`src/rtl/pipe_chain_if.sv`:
```
// Instruction pipeline chain bus: fetch-side inputs, per-stage controls,
// and the registered stage contents and retire count returned to the core.
interface pipe_chain_if #(
    parameter int WIDTH  = 32,
    parameter int STAGES = 3,
    parameter int CNT_W  = 32
);
    localparam int OCC_W = $clog2(STAGES + 1);

    logic [WIDTH-1:0]        inst_in;
    logic                    valid_in;
    logic [STAGES-1:0]       stall;
    logic [STAGES-1:0]       flush;
    logic [STAGES*WIDTH-1:0] inst_out;
    logic [STAGES-1:0]       valid_out;
    logic [OCC_W-1:0]        occupancy;
    logic [CNT_W-1:0]        retire_cnt;

    // Fetch/control side: drives instructions, stalls and flushes.
    modport master (
        output inst_in, valid_in, stall, flush,
        input  inst_out, valid_out, occupancy, retire_cnt
    );

    // Pipeline side: the register chain itself.
    modport slave (
        input  inst_in, valid_in, stall, flush,
        output inst_out, valid_out, occupancy, retire_cnt
    );
endinterface

```
`src/rtl/pipe_chain.sv`:
```
// Parametrised instruction pipeline register chain with per-stage valid,
// partial stall with bubble insertion, per-stage flush, NOP fill, occupancy
// count and a saturating retire counter.
module pipe_chain #(
    parameter int               WIDTH  = 32,
    parameter int               STAGES = 3,
    parameter logic [WIDTH-1:0] NOP    = WIDTH'(32'h00000013),
    parameter int               CNT_W  = 32
) (
    input  logic         clk,
    input  logic         reset,
    pipe_chain_if.slave  bus
);
    localparam int OCC_W = $clog2(STAGES + 1);

    logic [STAGES-1:0] w_hold;
    logic [STAGES-1:0] w_valid;
    logic [WIDTH-1:0]  w_inst [STAGES];
    logic              w_retire;
    logic [OCC_W-1:0]  w_occ;
    logic [CNT_W-1:0]  r_cnt;

    genvar g;
    generate
        for (g = 0; g < STAGES; g++) begin : g_stage
            logic             r_v;
            logic [WIDTH-1:0] r_d;
            logic             w_src_v;
            logic [WIDTH-1:0] w_src_d;

            // A stall at stage j freezes j and everything upstream of it.
            assign w_hold[g] = |(bus.stall >> g);

            if (g == 0) begin : g_src
                assign w_src_v = bus.valid_in;
                assign w_src_d = bus.valid_in ? bus.inst_in : NOP;
            end else begin : g_src
                // A held upstream stage feeds a bubble into a moving stage.
                assign w_src_v = w_hold[g-1] ? 1'b0 : w_valid[g-1];
                assign w_src_d = w_hold[g-1] ? NOP  : w_inst[g-1];
            end

            // Stage register: flush beats hold; a held stage simply keeps its value.
            always_ff @(posedge clk) begin
                if (reset) begin
                    r_v <= 1'b0;
                    r_d <= NOP;
                end else if (bus.flush[g]) begin
                    r_v <= 1'b0;
                    r_d <= NOP;
                end else if (!w_hold[g]) begin
                    r_v <= w_src_v;
                    r_d <= w_src_d;
                end
            end

            assign w_valid[g] = r_v;
            assign w_inst[g]  = r_d;
            assign bus.inst_out[g*WIDTH +: WIDTH] = r_d;
        end
    endgenerate

    // An instruction retires only if it leaves the last stage unkilled.
    assign w_retire = w_valid[STAGES-1] & ~bus.stall[STAGES-1] & ~bus.flush[STAGES-1];

    // Retire counter sticks at all-ones instead of wrapping.
    always_ff @(posedge clk) begin
        if (reset) begin
            r_cnt <= '0;
        end else if (w_retire && (r_cnt != {CNT_W{1'b1}})) begin
            r_cnt <= r_cnt + CNT_W'(1);
        end
    end

    // Occupancy is the popcount of the registered valid bits.
    always_comb begin
        w_occ = '0;
        for (int i = 0; i < STAGES; i++) begin
            w_occ = w_occ + OCC_W'(w_valid[i]);
        end
    end

    assign bus.valid_out  = w_valid;
    assign bus.occupancy  = w_occ;
    assign bus.retire_cnt = r_cnt;
endmodule
```
`src/flat_wrapper.sv`:
```
// flat-port wrapper written by rule: the top's interface ports become plain ports
module pipe_chain_flat 
#(
    parameter int               WIDTH  = 32,
    parameter int               STAGES = 3,
    parameter logic [WIDTH-1:0] NOP    = WIDTH'(32'h00000013),
    parameter int               CNT_W  = 32
)
  (clk, reset, bus_inst_in, bus_valid_in, bus_stall, bus_flush, bus_inst_out, bus_valid_out, bus_occupancy, bus_retire_cnt);
  pipe_chain_if #(.WIDTH(WIDTH), .STAGES(STAGES), .CNT_W(CNT_W)) bus_i ();
  input  logic clk;
  input  logic reset;
  input wire logic [$bits(bus_i.inst_in)-1:0] bus_inst_in;
  input wire logic [$bits(bus_i.valid_in)-1:0] bus_valid_in;
  input wire logic [$bits(bus_i.stall)-1:0] bus_stall;
  input wire logic [$bits(bus_i.flush)-1:0] bus_flush;
  output wire logic [$bits(bus_i.inst_out)-1:0] bus_inst_out;
  output wire logic [$bits(bus_i.valid_out)-1:0] bus_valid_out;
  output wire logic [$bits(bus_i.occupancy)-1:0] bus_occupancy;
  output wire logic [$bits(bus_i.retire_cnt)-1:0] bus_retire_cnt;
  assign bus_i.inst_in = bus_inst_in;
  assign bus_i.valid_in = bus_valid_in;
  assign bus_i.stall = bus_stall;
  assign bus_i.flush = bus_flush;
  assign bus_inst_out = bus_i.inst_out;
  assign bus_valid_out = bus_i.valid_out;
  assign bus_occupancy = bus_i.occupancy;
  assign bus_retire_cnt = bus_i.retire_cnt;
  pipe_chain #(.WIDTH(WIDTH), .STAGES(STAGES), .NOP(NOP), .CNT_W(CNT_W)) u_core (.clk(clk), .reset(reset), .bus(bus_i));
endmodule
```
`config.mk`:
```
export PLATFORM = sky130hd
export DESIGN_NAME = pipe_chain_flat
export DESIGN_NICKNAME = d
export VERILOG_FILES = /design/src/rtl/pipe_chain_if.sv /design/src/rtl/pipe_chain.sv /design/src/flat_wrapper.sv
export SDC_FILE = /design/constraint.sdc
export NUM_CORES = 1
export LEC_CHECK = 0
export CORE_ASPECT_RATIO = 1.4
export CORE_UTILIZATION = 49
export CTS_CLUSTER_SIZE = 28
export DETAILED_ROUTE_END_ITERATION = 8
export HOLD_SLACK_MARGIN = 0.03
export PLACE_DENSITY = 0.87
export SLEW_MARGIN = 5
export SYNTH_ARGS = -nofsm -noshare
export SYNTH_HDL_FRONTEND = slang
export SYNTH_SLANG_ARGS = --single-unit
```
`constraint.sdc`:
```
create_clock -name clk -period 4 [get_ports clk]
set_input_delay 0.6 -clock clk [delete_from_list [all_inputs] [get_ports clk]]
set_output_delay 0.6 -clock clk [all_outputs]
set_load 0.05 [all_outputs]
```
Yosys cells after proc, flatten, opt, wreduce, memory -nomap -nowiden:

Index checks and enable logic that the tools add are counted.

* register bits: 131
* bits in latches: 0
* memory bits (writable): 0
* memory bits (read-only): 0
* input bits: 41
* word-level logic and storage cells: 26
* memories kept: 0

* add/subtract/negate cells: 3
* multipliers: 0
* div/mod/pow operators: 0
* order comparisons: 0
* equality and inequality tests: 1
* shifts and indexed selects: 0
* mux-type cells: 5
* bitwise operators: 4
* reduce and logical (&&, ||, !) cells: 6

Operators by type and width (count)
* 2-to-1 mux 32 bit: 3
* adder 32 x 1 -> 32 bit (second input constant): 1
* != test 32 bit (second input constant): 1
* OR reduction 2 bit: 4
* OR reduction 3 bit: 1
* adder 1 x 1 -> 2 bit: 1
* adder 2 x 1 -> 2 bit: 1
* AND 1 bit: 2
* 2-to-1 mux 1 bit: 2
* NOT 1 bit: 2
* logical AND 1 bit: 1

Depth between registers and ports, before layout:

Gate-level depths: netlist of run 1.

* word-level depth: 4
* gate-level depth with buffers: 7
* depth with buffers taken out: 6

Worst setup path after synthesis of run 1:

Ideal clock, no wire load.

* kind: register -> register
* start: register u_core.r_cnt[0] (netlist: u_core.bus.retire_cnt[0])
* end: register u_core.r_cnt[19] (netlist: u_core.bus.retire_cnt[19])
* library setup time: 0.115 ns
* arrival time: 2.256 ns
* required time: 3.885 ns
* slack: 1.629 ns
* stages on the path, launching flop included: 8
* path buffers: 1
* path through: dfxtp_1 -> ha_1 -> nand2_1 -> or3_1 -> o311ai_1 -> buf_2 -> nor3_1 -> o21ba_2

* longest elaborated chain between the ends: 2

Ends and longest elaborated chain
* start, declared: RTL line pipe_chain.sv:21 `logic [CNT_W-1:0] r_cnt;`
* start signal, assigned: RTL line pipe_chain.sv:71 `r_cnt <= r_cnt + CNT_W'(1);`
* parallel branches: the longest is 2 deep, another holds adder 32 x 1 -> 32 bit

Parallel ways; which one is timed is not known.
A chain may end at the register's enable or synchronous reset.

Final worst setup path of run 1:

* start: register u_core.g_stage[2].r_v
* end: output port bus_occupancy[0]

* longest elaborated chain between the ends: 1

Ends and longest elaborated chain
* start, declared: RTL line pipe_chain.sv:26 `logic r_v;`
* start signal, assigned: RTL line pipe_chain.sv:52 `r_v <= w_src_v;`
* adder 2 x 1 -> 2 bit: RTL line pipe_chain.sv:79 `w_occ = w_occ + OCC_W'(w_valid[i]);`
* end, declared: RTL line flat_wrapper.sv:19 `output wire logic [$bits(bus_i.occupancy)-1:0] bus_occupancy;`

Every way passes these cells.

==> metrics.md, run 1 <==
| Metric | Value |
|---|---|
| Highest clock rate | 360.1 MHz |
| Hold Startpoint | u_core.g_stage[0].r_d[14]$_SDFFE_PP0N_ |
| CP arrival | 2180 ps |
| # Post-CTS Setup Buffers | 0 |
| Largest net degree at the start of global routing | 44 |
| Syn Inst Count | 614 |
| Place WS | 908.0 ps |
| Synth-to-Final Area Change | 44.60% |
| Asr flop ratio synth | 0 |
| Clk_lat worst skew | 410 ps |
| Fin Hold WS | 479.1 ps |
| Die span in x | 89.47 microns |
| Share of layout cells above drive strength 1 | 0.06718 |
| Max-slew headroom | 0.1547 |
| N_diodes | 0 |
| First-pass GRT wire length | 25.99 mm |
| Design area | 7590 sq um |
| CTS Hold Bufs | 0 |
| Clk sinks | 131 |
| Adder-cell share of the synthesized area | 0.006198 |
| Synth Area per Inst | 8.549 sq um |
| Top Family by Delay on Critical Path | buffers and inverters |
| FF-to-FF path depth | 6 |
| GP Congestion | 0.8972 |
| Synth Area in XOR/XNOR | 0 |
| Wire per inst | 18.19 microns |
| Run status | completed |
| Type of the worst setup path | reg2out |
| CP Capture Type | primary output |
| CP max stage delay | 830 ps |
| Max-Cap Viols | 0 |
| Worst path slowest cell | clkdlybuf4s50_1 |
| TritonCTS clock tree | yes |
| Crit share post-route | 0.6942 |
| Critical-path maximum fanout | 5 |
| Largest vdd supply drop | 0.3243 mV |
| Initial antenna violation count | 0 |
| Setup TNS | 0 ps |
| Setup ws final | 1223 ps |
| Layout Skew | 6.063 ps |
| Worst r2r dst | u_core.bus.retire_cnt[15]$_SDFFE_PP0P_ |
| Yosys reg bits | 131 |
| Total CTS buffers | 17 |
| Top FF cell, synth | dfxtp_1 |
| Synth Area in Compound Gates | 0.1781 |
| Vias per cell | 5.952 |
| WP data required | 3400 ps |
| EDFF count, synth | 0 |
| Synth cell types | 43 |
| Pwr Density | 396.6 nW/um^2 |
| Total gr overflow | 0 |
| Post-DP Area | 6990 sq um |
| Detailed Place HPWL | 11.02 mm |
| Total GRT Usage | 0.3014 |
| IO buf count | 173 |
| Sequential fraction of the synthesis area | 0.4996 |
| Root Driver | clkbuf_16 |
| Path type of the worst min-delay path | reg2reg |
| H-tree levels | 4 |
| Iteration-0 DRC Markers | 310 |
| Synthesized cell area | 5249 sq um |
| Min-Delay Path Depth | 2 |
| DRT Wirelength | 16.59 mm |
| Syn Nets | 657 |
| Cts repair resizes | 0 |
| Worst R2R Setup Slack | 1300 ps |
| Final setup violation count | 0 |
| Crit path time final | 2777 ps |
| Hold Path Sink | u_core.g_stage[0].r_d[14]$_SDFFE_PP0N_ |
| Initial Utilization | 0.5044 |
| I/O pin count | 174 |
| DRC errors left | 0 |
| Row cnt | 44 |
| Nets | 806 |
| Initial DRT Pass Iterations | 6 |
| Longest Clk Path Bufs | 2 |
| RSZ-0062 raised after global routing | false |
| Clock-pin slew on the worst setup and hold paths | 60 ps |
| Worst path cell trace | fa_1 -> clkdlybuf4s50_1 |
| Critical path buffers and inverters | 1 |
| R2r startpoint | u_core.bus.retire_cnt[0]$_SDFFE_PP0P_ |
| Vias in the first global route | 5259 |
| Core area | 10410 sq um |
| CP startpoint kind | flop |
| Final Hold Vio Count | 0 |
| Final Max Slew Viols | 0 |
| Actual slew at the worst max-slew pin | 1264 ps |
| Largest family of logic cells by synthesized area | simple AND/OR/NAND/NOR gates |
| Vert. Die Dim | 124.5 microns |
| Remaining antenna violation count | 0 |
| Post-Synth Simple-Gate Area | 0.2632 |
| Multiplexer share of the synthesized area | 0.006436 |
| Via count | 5428 |
| Die area | 11140 sq um |
| Synth Warn # | 0 |
| Leak Pwr | 0.002400 uW |
[cell families after synthesis]
family | Yosys count
fa+ha+maj | 2
buf+inv | 56
simple gates | 265
mux | 3
flops | 131
compound gates | 157
[power by group]
part           internal, uW  total, uW  switching (uW)
logic                  55.3        142            86.7
clock network          1020       1560             540
registers              1310       1310            2.88
[synth_stat cells (2+ instances only)]
library cell,n,area share
o21ba_2,2,0.0038
inv_1,7,0.0050
o22ai_1,3,0.0036
and3_1,6,0.0072
nor2_1,48,0.034
or2_2,4,0.0048
or4_1,11,0.016
a22oi_1,30,0.043
clkbuf_1,39,0.028
dfxtp_1,131,0.50
nor3_1,7,0.0067
or3_1,14,0.017
a21oi_1,84,0.080
nand4_1,7,0.0083
o21ai_0,19,0.018
a211oi_1,2,0.0029
and4_1,4,0.0067
mux2_2,3,0.0064
nand3_1,38,0.036
nor2b_1,4,0.0048
nor3b_1,4,0.0057
buf_6,2,0.0043
o31ai_1,11,0.016
nand3b_1,31,0.044
buf_4,4,0.0057
nor4_1,3,0.0036
buf_2,2,0.0019
nand2_1,79,0.056
[per-layer routing]
| metal | global-route usage | part of all wire |
|---|---|---|
| met5 | 0 | 0 |
| met2 | 0.5011 | 0.51 |
| met4 | 0.1615 | 0.040 |
| met3 | 0.08284 | 0.078 |
| met1 | 0.3414 | 0.37 |
[area by class of cell]
cell class              count  area (sq um)
repair buffers            179          1777
clock buffers              20         466.7
clock inverters            10         132.6
multi-input cells         427          2392
inverters                   7         26.28
fillers                   736          2815
well taps                 138         172.7
flip-flops and latches    131          2623
[sequential cells by signal (all words and copies together) (netlist names)]
register / cells
u_core.g_stage.r_d: 96
u_core.bus.retire_cnt: 32
u_core.g_stage.r_v: 3
[stage by stage]
step           utilization  power, uW  std cells
2_1_floorplan            -       1412        614
3_3_place_gp        0.6718       1475        882
3_5_place_dp        0.6718       1478        882
4_1_cts             0.7294       3019        912
5_1_grt             0.7294       3089        912
6_report            0.7294       3010        912
[cells in the final DEF (no fill, tap or decap), types with 4 or more instances in the layout]
master	count
o21ai_0	19
nor3b_1	4
dfxtp_1	131
or3_1	14
or4_1	11
clkinv_2	4
buf_4	6
a21oi_1	84
nand4_1	7
nor2b_1	4
or2_2	4
nor2_1	46
clkdlybuf4s50_1	173
nand3_1	38
o31ai_1	11
nand2_1	79
and3_1	6
and4_1	4
a22oi_1	30
inv_1	7
nand3b_1	31
nor3_1	7
clkbuf_16	17
[worst register-to-register path, cell delays in order, from the launching register on]
cell and delay [ps]:
dfxtp_1 420, ha_1 240, nand2_1 150, or3_1 420, o311ai_1 990, o21ai_0 240, a21oi_1 170
[how the worst max path moves through the flow]
stage,from,endpoint,slack (ps),cells past startpoint
after floorplan,u_core.bus.retire_cnt[0]$_SDFFE_PP0P_,u_core.bus.retire_cnt[19]$_SDFFE_PP0P_,1630,7
after global placement,bus_stall[2],u_core.bus.retire_cnt[18]$_SDFFE_PP0P_,990,6
after detailed placement,bus_stall[2],u_core.bus.retire_cnt[18]$_SDFFE_PP0P_,910,6
after CTS,u_core.g_stage[2].r_v$_SDFFE_PP0N_,bus_occupancy[0],1210,2
after global routing,u_core.bus.retire_cnt[0]$_SDFFE_PP0P_,u_core.bus.retire_cnt[15]$_SDFFE_PP0P_,1000,6
final,u_core.g_stage[2].r_v$_SDFFE_PP0N_,bus_occupancy[0],1220,2
Note: power is estimated with default switching activity, not from simulation.
==> run 2, diff against run 1 <==
- CORE_UTILIZATION: 49 -> 41
- PLACE_DENSITY: 0.87 -> 0.78
- clock period: 4 -> 2.5 ns (I/O delays scaled with it)
==> run 2 against run 1 <==
The flow now finishes with violations (DRC). Critical path depth is the same. Routed wire length shrank 5.1%. Die area grew 19%. Clock power grew 69%. Critical endpoint is now bus_occupancy[1]. Critical path type unchanged.
==> metrics.md, run 2 (synthesis results as in run 1) <==
| Metric | Value |
|---|---|
| Run status | finished with violations (was completed) |
| Failing checks | DRC |
| Leak Pwr | 0.002491 uW (was 0.002400 uW) |
| Remaining antenna violation count | 0 (unchanged) |
| Vias in the first global route | 5049 (was 5259) |
| Post-Place Cells | 908 (was 882) |
| H-tree levels | 4 (unchanged) |
| Final Hold Vio Count | 0 (unchanged) |
| Initial Utilization | 0.4222 (was 0.5044) |
| Max-slew headroom | 0.5739 (was 0.1547) |
| Path type of the worst min-delay path | reg2reg (unchanged) |
| Largest register FFs | 96 (unchanged) |
| Clk sinks | 131 (unchanged) |
| Cts repair resizes | 0 (unchanged) |
| Pwr Density | 639.9 nW/um^2 (was 396.6 nW/um^2) |
| Setup ws final | 173.3 ps (was 1223 ps) |
| Vias per cell | 5.591 (was 5.952) |
| Detailed Place HPWL | 11.31 mm (was 11.02 mm) |
| Worst R2R Setup Slack | 300 ps (was 1300 ps) |
| I/O pin count | 174 (unchanged) |
| Vert. Die Dim | 135.9 microns (was 124.5 microns) |
| TritonCTS clock tree | yes (unchanged) |
| CP startpoint kind | flop (unchanged) |
| Row cnt | 48 (was 44) |
| Crit path time final | 2327 ps |
| CP arrival | 1950 ps (was 2180 ps) |
| FF-to-FF path depth | 5 (was 6) |
| First-pass GRT wire length | 25.12 mm (was 25.99 mm) |
| Total CTS buffers | 17 (unchanged) |
| Final setup violation count | 0 (unchanged) |
| Worst path cell trace | fa_1 -> clkdlybuf4s50_1 (unchanged) |
| Final Max Slew Viols | 0 (unchanged) |
| Largest vdd supply drop | 0.4417 mV (was 0.3243 mV) |
| N_diodes | 0 (unchanged) |
| GP Congestion | 0.9036 (was 0.8972) |
| Longest Clk Path Bufs | 2 (unchanged) |
| R2r startpoint | u_core.bus.retire_cnt[4]$_SDFFE_PP0P_ (was u_core.bus.retire_cnt[0]$_SDFFE_PP0P_) |
| Share of layout cells above drive strength 1 | 0.08861 (was 0.06718) |
| Root Driver | clkbuf_16 (unchanged) |
| Critical path buffers and inverters | 1 (unchanged) |
| Total gr overflow | 0 (unchanged) |
| Critical-path maximum fanout | 5 (unchanged) |
| Clock-pin slew on the worst setup and hold paths | 60 ps (about the same) |
| Worst setup path start | u_core.g_stage[2].r_v$_SDFFE_PP0N_ (unchanged) |
| Max-Cap Viols | 0 (unchanged) |
| Most common cell after layout, fill and taps aside | clkdlybuf4s50_1 (unchanged) |
| Actual slew at the worst max-slew pin | 639.1 ps (was 1264 ps) |
| Largest net degree at the start of global routing | 37 (was 44) |
| DRT Wirelength | 15.74 mm (was 16.59 mm) |
| Clk_lat worst skew | 410 ps (about the same) |
| Initial antenna violation count | 0 (unchanged) |
| Finished Layout Cells | 940 (was 912) |
| Worst r2r dst | u_core.bus.retire_cnt[24]$_SDFFE_PP0P_ (was u_core.bus.retire_cnt[15]$_SDFFE_PP0P_) |
| Via count | 5256 (was 5428) |
| Commonest cells after routing, fill and taps aside | clkdlybuf4s50_1 (172), dfxtp_1 (131), a21oi_1 (84) (was clkdlybuf4s50_1 (173), dfxtp_1 (131), a21oi_1 (84)) |
| Crit share post-route | 0.9307 |
| Synth-to-Final Area Change | 47.79% (was 44.60%) |
| Die span in x | 97.63 microns (was 89.47 microns) |
| CP Capture Type | primary output (unchanged) |
| Die area | 13260 sq um (was 11140 sq um) |
| Biggest register | u_core.g_stage.r_d (unchanged) |
| Worst path slowest cell | clkdlybuf4s50_1 (unchanged) |
| CP max stage delay | 740 ps (was 830 ps) |
| Type of the worst setup path | reg2out (unchanged) |
| Iteration-0 DRC Markers | 260 (was 310) |
| Setup TNS | 0 ps (unchanged) |
| Core area | 12430 sq um (was 10410 sq um) |
| Total GRT Usage | 0.2371 (was 0.3014) |
| Initial DRT Pass Iterations | 6 (unchanged) |
| IO buf count | 173 (unchanged) |
| Layout Skew | 12.33 ps (was 6.063 ps) |
| DRC errors left | 18 (was 0) |
| Top Family by Delay on Critical Path | buffers and inverters (unchanged) |
| RSZ-0062 raised after global routing | false (unchanged) |
| Nets | 820 (was 806) |
| Wire per inst | 16.75 microns (was 18.19 microns) |
| Min-Delay Path Depth | 2 (unchanged) |
| WP data required | 2120 ps (was 3400 ps) |
| Highest clock rate | 429.8 MHz |
| Cell depth of the worst setup path | 2 (unchanged) |
| Critical Path Sink | bus_occupancy[1] (was bus_occupancy[0]) |
| # Post-CTS Setup Buffers | 0 (unchanged) |
| Place WS | 92.30 ps (was 908.0 ps) |
| CTS Hold Bufs | 0 (unchanged) |
==> run 2: area by class of cell <==
type / instances / area, sq um
well taps: 150 / 187.7
fillers: 1047 / 4674
multi-input cells: 427 / 2400
inverters: 7 / 26.28
repair buffers: 193 / 1892
clock buffers: 17 / 425.4
flip-flops and latches: 131 / 2623
clock inverters: 15 / 203.9
==> run 2: where the power goes <==
group	leakage, uW	total (uW)	internal (uW)	switching, uW
clock	0.000308	2630	1680	954
combinational	0.00113	233	96.2	137
sequential	0.00106	2100	2090	4.36
==> run 2: metrics by stage <==
stage	hold WS (ps)	cell area [sq um]	util	power, uW
final	468.9	7757	0.6240	4964
after floorplan	474.9	5249	-	2259
after detailed placement	463.8	7121	0.5728	2374
after global routing	494.5	7757	0.6240	5109
after global placement	456.2	7121	0.5728	2371
after CTS	471.6	7750	0.6234	5000
==> run 2: worst register-to-register path, cell delays in order, from the launching register on <==
cell     delay, ps
dfxtp_1        440
and4_1         370
and4_1         410
nand2_1        220
or4_1          530
a21oi_1        170
==> run 2: routing by layer <==
layer  routed length, microns  GRT usage  vias to the layer above
li1                         -          -                     2525
met1                     6224     0.2639                     2495
met2                     7878     0.4153                      209
met3                     1199    0.07352                       27
met4                      439     0.1069                        0
met5                        0          0                        -
==> run 2: how the worst min path moves through the flow <==
stage                                                 from                                      to  slack, ps
detailed placement  u_core.g_stage[0].r_d[18]$_SDFFE_PP0N_  u_core.g_stage[0].r_d[18]$_SDFFE_PP0N_        460
global route        u_core.g_stage[1].r_d[21]$_SDFFE_PP0N_  u_core.g_stage[1].r_d[21]$_SDFFE_PP0N_        490
CTS                 u_core.g_stage[1].r_d[21]$_SDFFE_PP0N_  u_core.g_stage[1].r_d[21]$_SDFFE_PP0N_        470
floorplan               u_core.g_stage[0].r_v$_SDFFE_PP0N_      u_core.g_stage[0].r_v$_SDFFE_PP0N_        470
global placement    u_core.g_stage[0].r_d[18]$_SDFFE_PP0N_  u_core.g_stage[0].r_d[18]$_SDFFE_PP0N_        460
finish              u_core.g_stage[0].r_d[20]$_SDFFE_PP0N_  u_core.g_stage[0].r_d[20]$_SDFFE_PP0N_        470
==> run 3, diff against run 2 <==
- CORE_ASPECT_RATIO: 1.4 -> 2
- CORE_UTILIZATION: 41 -> 25
- PLACE_DENSITY: 0.78 -> 0.53
==> run 3 against run 2 <==
The run now ends clean. Register-to-register slack improved by 90 ps. Non-clock buffer count is 15 higher. Sequential share of layout area fell by 1.1 points. Die area is 63% higher. Critical path depth did not move. Highest routed layer unchanged.
==> metrics.md, run 3 (synthesis results as in run 1) <==
| Metric | Value |
|---|---|
| Part of the power in combinational logic | 0.048 (was 0.047) |
| Clk sinks | 131 (unchanged) |
| Actual slew at the worst max-slew pin | 703.3 ps (was 639.1 ps) |
| Leak Pwr | 0.002559 uW (was 0.002491 uW) |
| DRC errors left | 0 (was 18) |
| Finished Layout Cells | 1072 (was 940) |
| Clk_lat worst skew | 420 ps (was 410 ps) |
| CP startpoint kind | flop (unchanged) |
| I/O pin count | 174 (unchanged) |
| CP arrival | 1970 ps (was 1950 ps) |
| Longest Clk Path Bufs | 2 (unchanged) |
| Remaining antenna violation count | 0 (unchanged) |
| Via count | 5080 (was 5256) |
| Initial antenna violation count | 1 (was 0) |
| Vert. Die Dim | 206.9 microns (was 135.9 microns) |
| Largest net degree at the start of global routing | 47 (was 37) |
| Biggest register | u_core.g_stage.r_d (unchanged) |
| Iteration-0 DRC Markers | 159 (was 260) |
| Final Hold Vio Count | 0 (unchanged) |
| Worst r2r dst | u_core.bus.retire_cnt[19]$_SDFFE_PP0P_ (was u_core.bus.retire_cnt[24]$_SDFFE_PP0P_) |
| Design area | 8021 sq um (was 7757 sq um) |
| Total CTS buffers | 17 (unchanged) |
| First-pass GRT wire length | 28.48 mm (was 25.12 mm) |
| Critical-path maximum fanout | 5 (unchanged) |
| GP Congestion | 0.7880 (was 0.9036) |
| Largest vdd supply drop | 0.3592 mV (was 0.4417 mV) |
| Detailed Place HPWL | 13.55 mm (was 11.31 mm) |
| Initial Utilization | 0.2565 (was 0.4222) |
| Net switching power | 1123 uW (was 1095 uW) |
| Min-Delay Path Depth | 2 (unchanged) |
| Wire per inst | 17.44 microns (was 16.75 microns) |
| WP data required | 2120 ps (about the same) |
| Root Driver | clkbuf_16 (unchanged) |
| Vias per cell | 4.739 (was 5.591) |
| Initial DRT Pass Iterations | 4 (was 6) |
| Highest clock rate | 426.5 MHz (was 429.8 MHz) |
| Hold Startpoint | u_core.g_stage[0].r_d[29]$_SDFFE_PP0N_ (was u_core.g_stage[0].r_d[20]$_SDFFE_PP0N_) |
| Post-Place Cells | 1039 (was 908) |
| Switch share | 0.2199 (was 0.2207) |
| Die span in x | 104.5 microns (was 97.63 microns) |
| Nets | 835 (was 820) |
| Row cnt | 74 (was 48) |
| Synth-to-Final Area Change | 52.82% (was 47.79%) |
| Layout Skew | 8.009 ps (was 12.33 ps) |
| Post-DP Area | 7361 sq um (was 7121 sq um) |
| Core area | 20460 sq um (was 12430 sq um) |
| Final Max Slew Viols | 0 (unchanged) |
| TritonCTS clock tree | yes (unchanged) |
| Crit share post-route | 0.9379 (was 0.9307) |
| Total GRT Usage | 0.1752 (was 0.2371) |
| Final setup violation count | 0 (unchanged) |
| Most common cell after layout, fill and taps aside | clkdlybuf4s50_1 (unchanged) |
| RSZ-0062 raised after global routing | false (unchanged) |
| Max-slew headroom | 0.5311 (was 0.5739) |
| Largest register FFs | 96 (unchanged) |
| R2r startpoint | u_core.bus.retire_cnt[0]$_SDFFE_PP0P_ (was u_core.bus.retire_cnt[4]$_SDFFE_PP0P_) |
| DRT Wirelength | 18.69 mm (was 15.74 mm) |
| Type of the worst setup path | reg2out (unchanged) |
| Crit path time final | 2345 ps (was 2327 ps) |
| Hold Path Sink | u_core.g_stage[0].r_d[29]$_SDFFE_PP0N_ (was u_core.g_stage[0].r_d[20]$_SDFFE_PP0N_) |
| Sequential share of power | 0.411 (was 0.422) |
| Vias in the first global route | 4897 (was 5049) |
| IO buf count | 173 (unchanged) |
| Die area | 21610 sq um (was 13260 sq um) |
| Total gr overflow | 0 (unchanged) |
| Setup TNS | 0 ps (unchanged) |
| H-tree levels | 4 (unchanged) |
| Clock-pin slew on the worst setup and hold paths | 60 ps (about the same) |
| Clk network pwr share | 0.541 (was 0.531) |
| Path type of the worst min-delay path | reg2reg (unchanged) |
| Commonest cells after routing, fill and taps aside | clkdlybuf4s50_1 (171), dfxtp_1 (131), a21oi_1 (84) (was clkdlybuf4s50_1 (172), dfxtp_1 (131), a21oi_1 (84)) |
| Share of layout cells above drive strength 1 | 0.1056 (was 0.08861) |
| Worst R2R Setup Slack | 390 ps (was 300 ps) |
| CP Capture Type | primary output (unchanged) |
| Max-Cap Viols | 0 (unchanged) |
| Internal power | 3983 uW (was 3868 uW) |
| Run status | completed (was finished with violations) |
| FF-to-FF path depth | 7 (was 5) |
| Pwr Density | 636.5 nW/um^2 (was 639.9 nW/um^2) |
[run 3: final cells by class]
| class | instances | area (sq um) |
|---|---|---|
| inverter | 7 | 26.28 |
| clock inverter | 13 | 207.7 |
| sequential | 131 | 2623 |
| timing repair buffer | 208 | 1987 |
| fill | 2098 | 12440 |
| antenna | 1 | 2.502 |
| tap | 266 | 332.8 |
| multi-input combinational | 427 | 2400 |
| clock buffer | 19 | 442.9 |
[run 3: worst max-delay path by stage]
stage | startpoint | to | slack [ps] | cells after the start
2_1_floorplan | u_core.bus.retire_cnt[0]$_SDFFE_PP0P_ | u_core.bus.retire_cnt[19]$_SDFFE_PP0P_ | 130 | 7
3_3_place_gp | bus_flush[2] | u_core.bus.retire_cnt[18]$_SDFFE_PP0P_ | 100 | 7
3_5_place_dp | bus_flush[2] | u_core.bus.retire_cnt[19]$_SDFFE_PP0P_ | 100 | 7
4_1_cts | u_core.g_stage[2].r_v$_SDFFE_PP0N_ | bus_occupancy[1] | 120 | 2
5_1_grt | u_core.g_stage[2].r_v$_SDFFE_PP0N_ | bus_occupancy[1] | 80 | 2
6_report | u_core.g_stage[2].r_v$_SDFFE_PP0N_ | bus_occupancy[1] | 160 | 2
[run 3: critical path: stages (launching register included)]
cell and delay, ps:
dfxtp_1 380, fa_1 430, clkdlybuf4s50_1 750
[run 3: timing repair]
item | CTS | global route
hold buffers | 0 | 0
setup endpoints to repair | 0 | 4
buffers inserted | 0 | 0
resized for setup | 0 | 1
[run 3: through the flow]
step | utilization | hold slack, ps | worst slack (ps) | power (uW)
6_report | 0.3920 | 462.3 | 155.3 | 5106
5_1_grt | 0.3920 | 478.5 | 80.51 | 5287
4_1_cts | 0.3915 | 465.0 | 115.6 | 5171
3_5_place_dp | 0.3597 | 457.2 | 99.90 | 2395
3_3_place_gp | 0.3597 | 454.8 | 98.16 | 2395
2_1_floorplan | - | 474.9 | 129.1 | 2259
[run 3: power groups by stage]
stage | logic, uW | clock network (uW) | registers, uW
6_report | 247 | 2760 | 2100
5_1_grt | 265 | 2930 | 2100
4_1_cts | 253 | 2820 | 2100
3_5_place_dp | 252 | 0 | 2140
3_3_place_gp | 252 | 0 | 2140
2_1_floorplan | 102 | 0 | 2160
[run 3: routing by layer]
| layer | track usage | up-vias | share of wire |
|---|---|---|---|
| met1 | 0.1757 | 2369 | 0.36 |
| met2 | 0.3361 | 137 | 0.57 |
| met3 | 0.03077 | 26 | 0.032 |
| li1 | - | 2548 | - |
| met5 | 0 | - | 0 |
| met4 | 0.1005 | 0 | 0.036 |
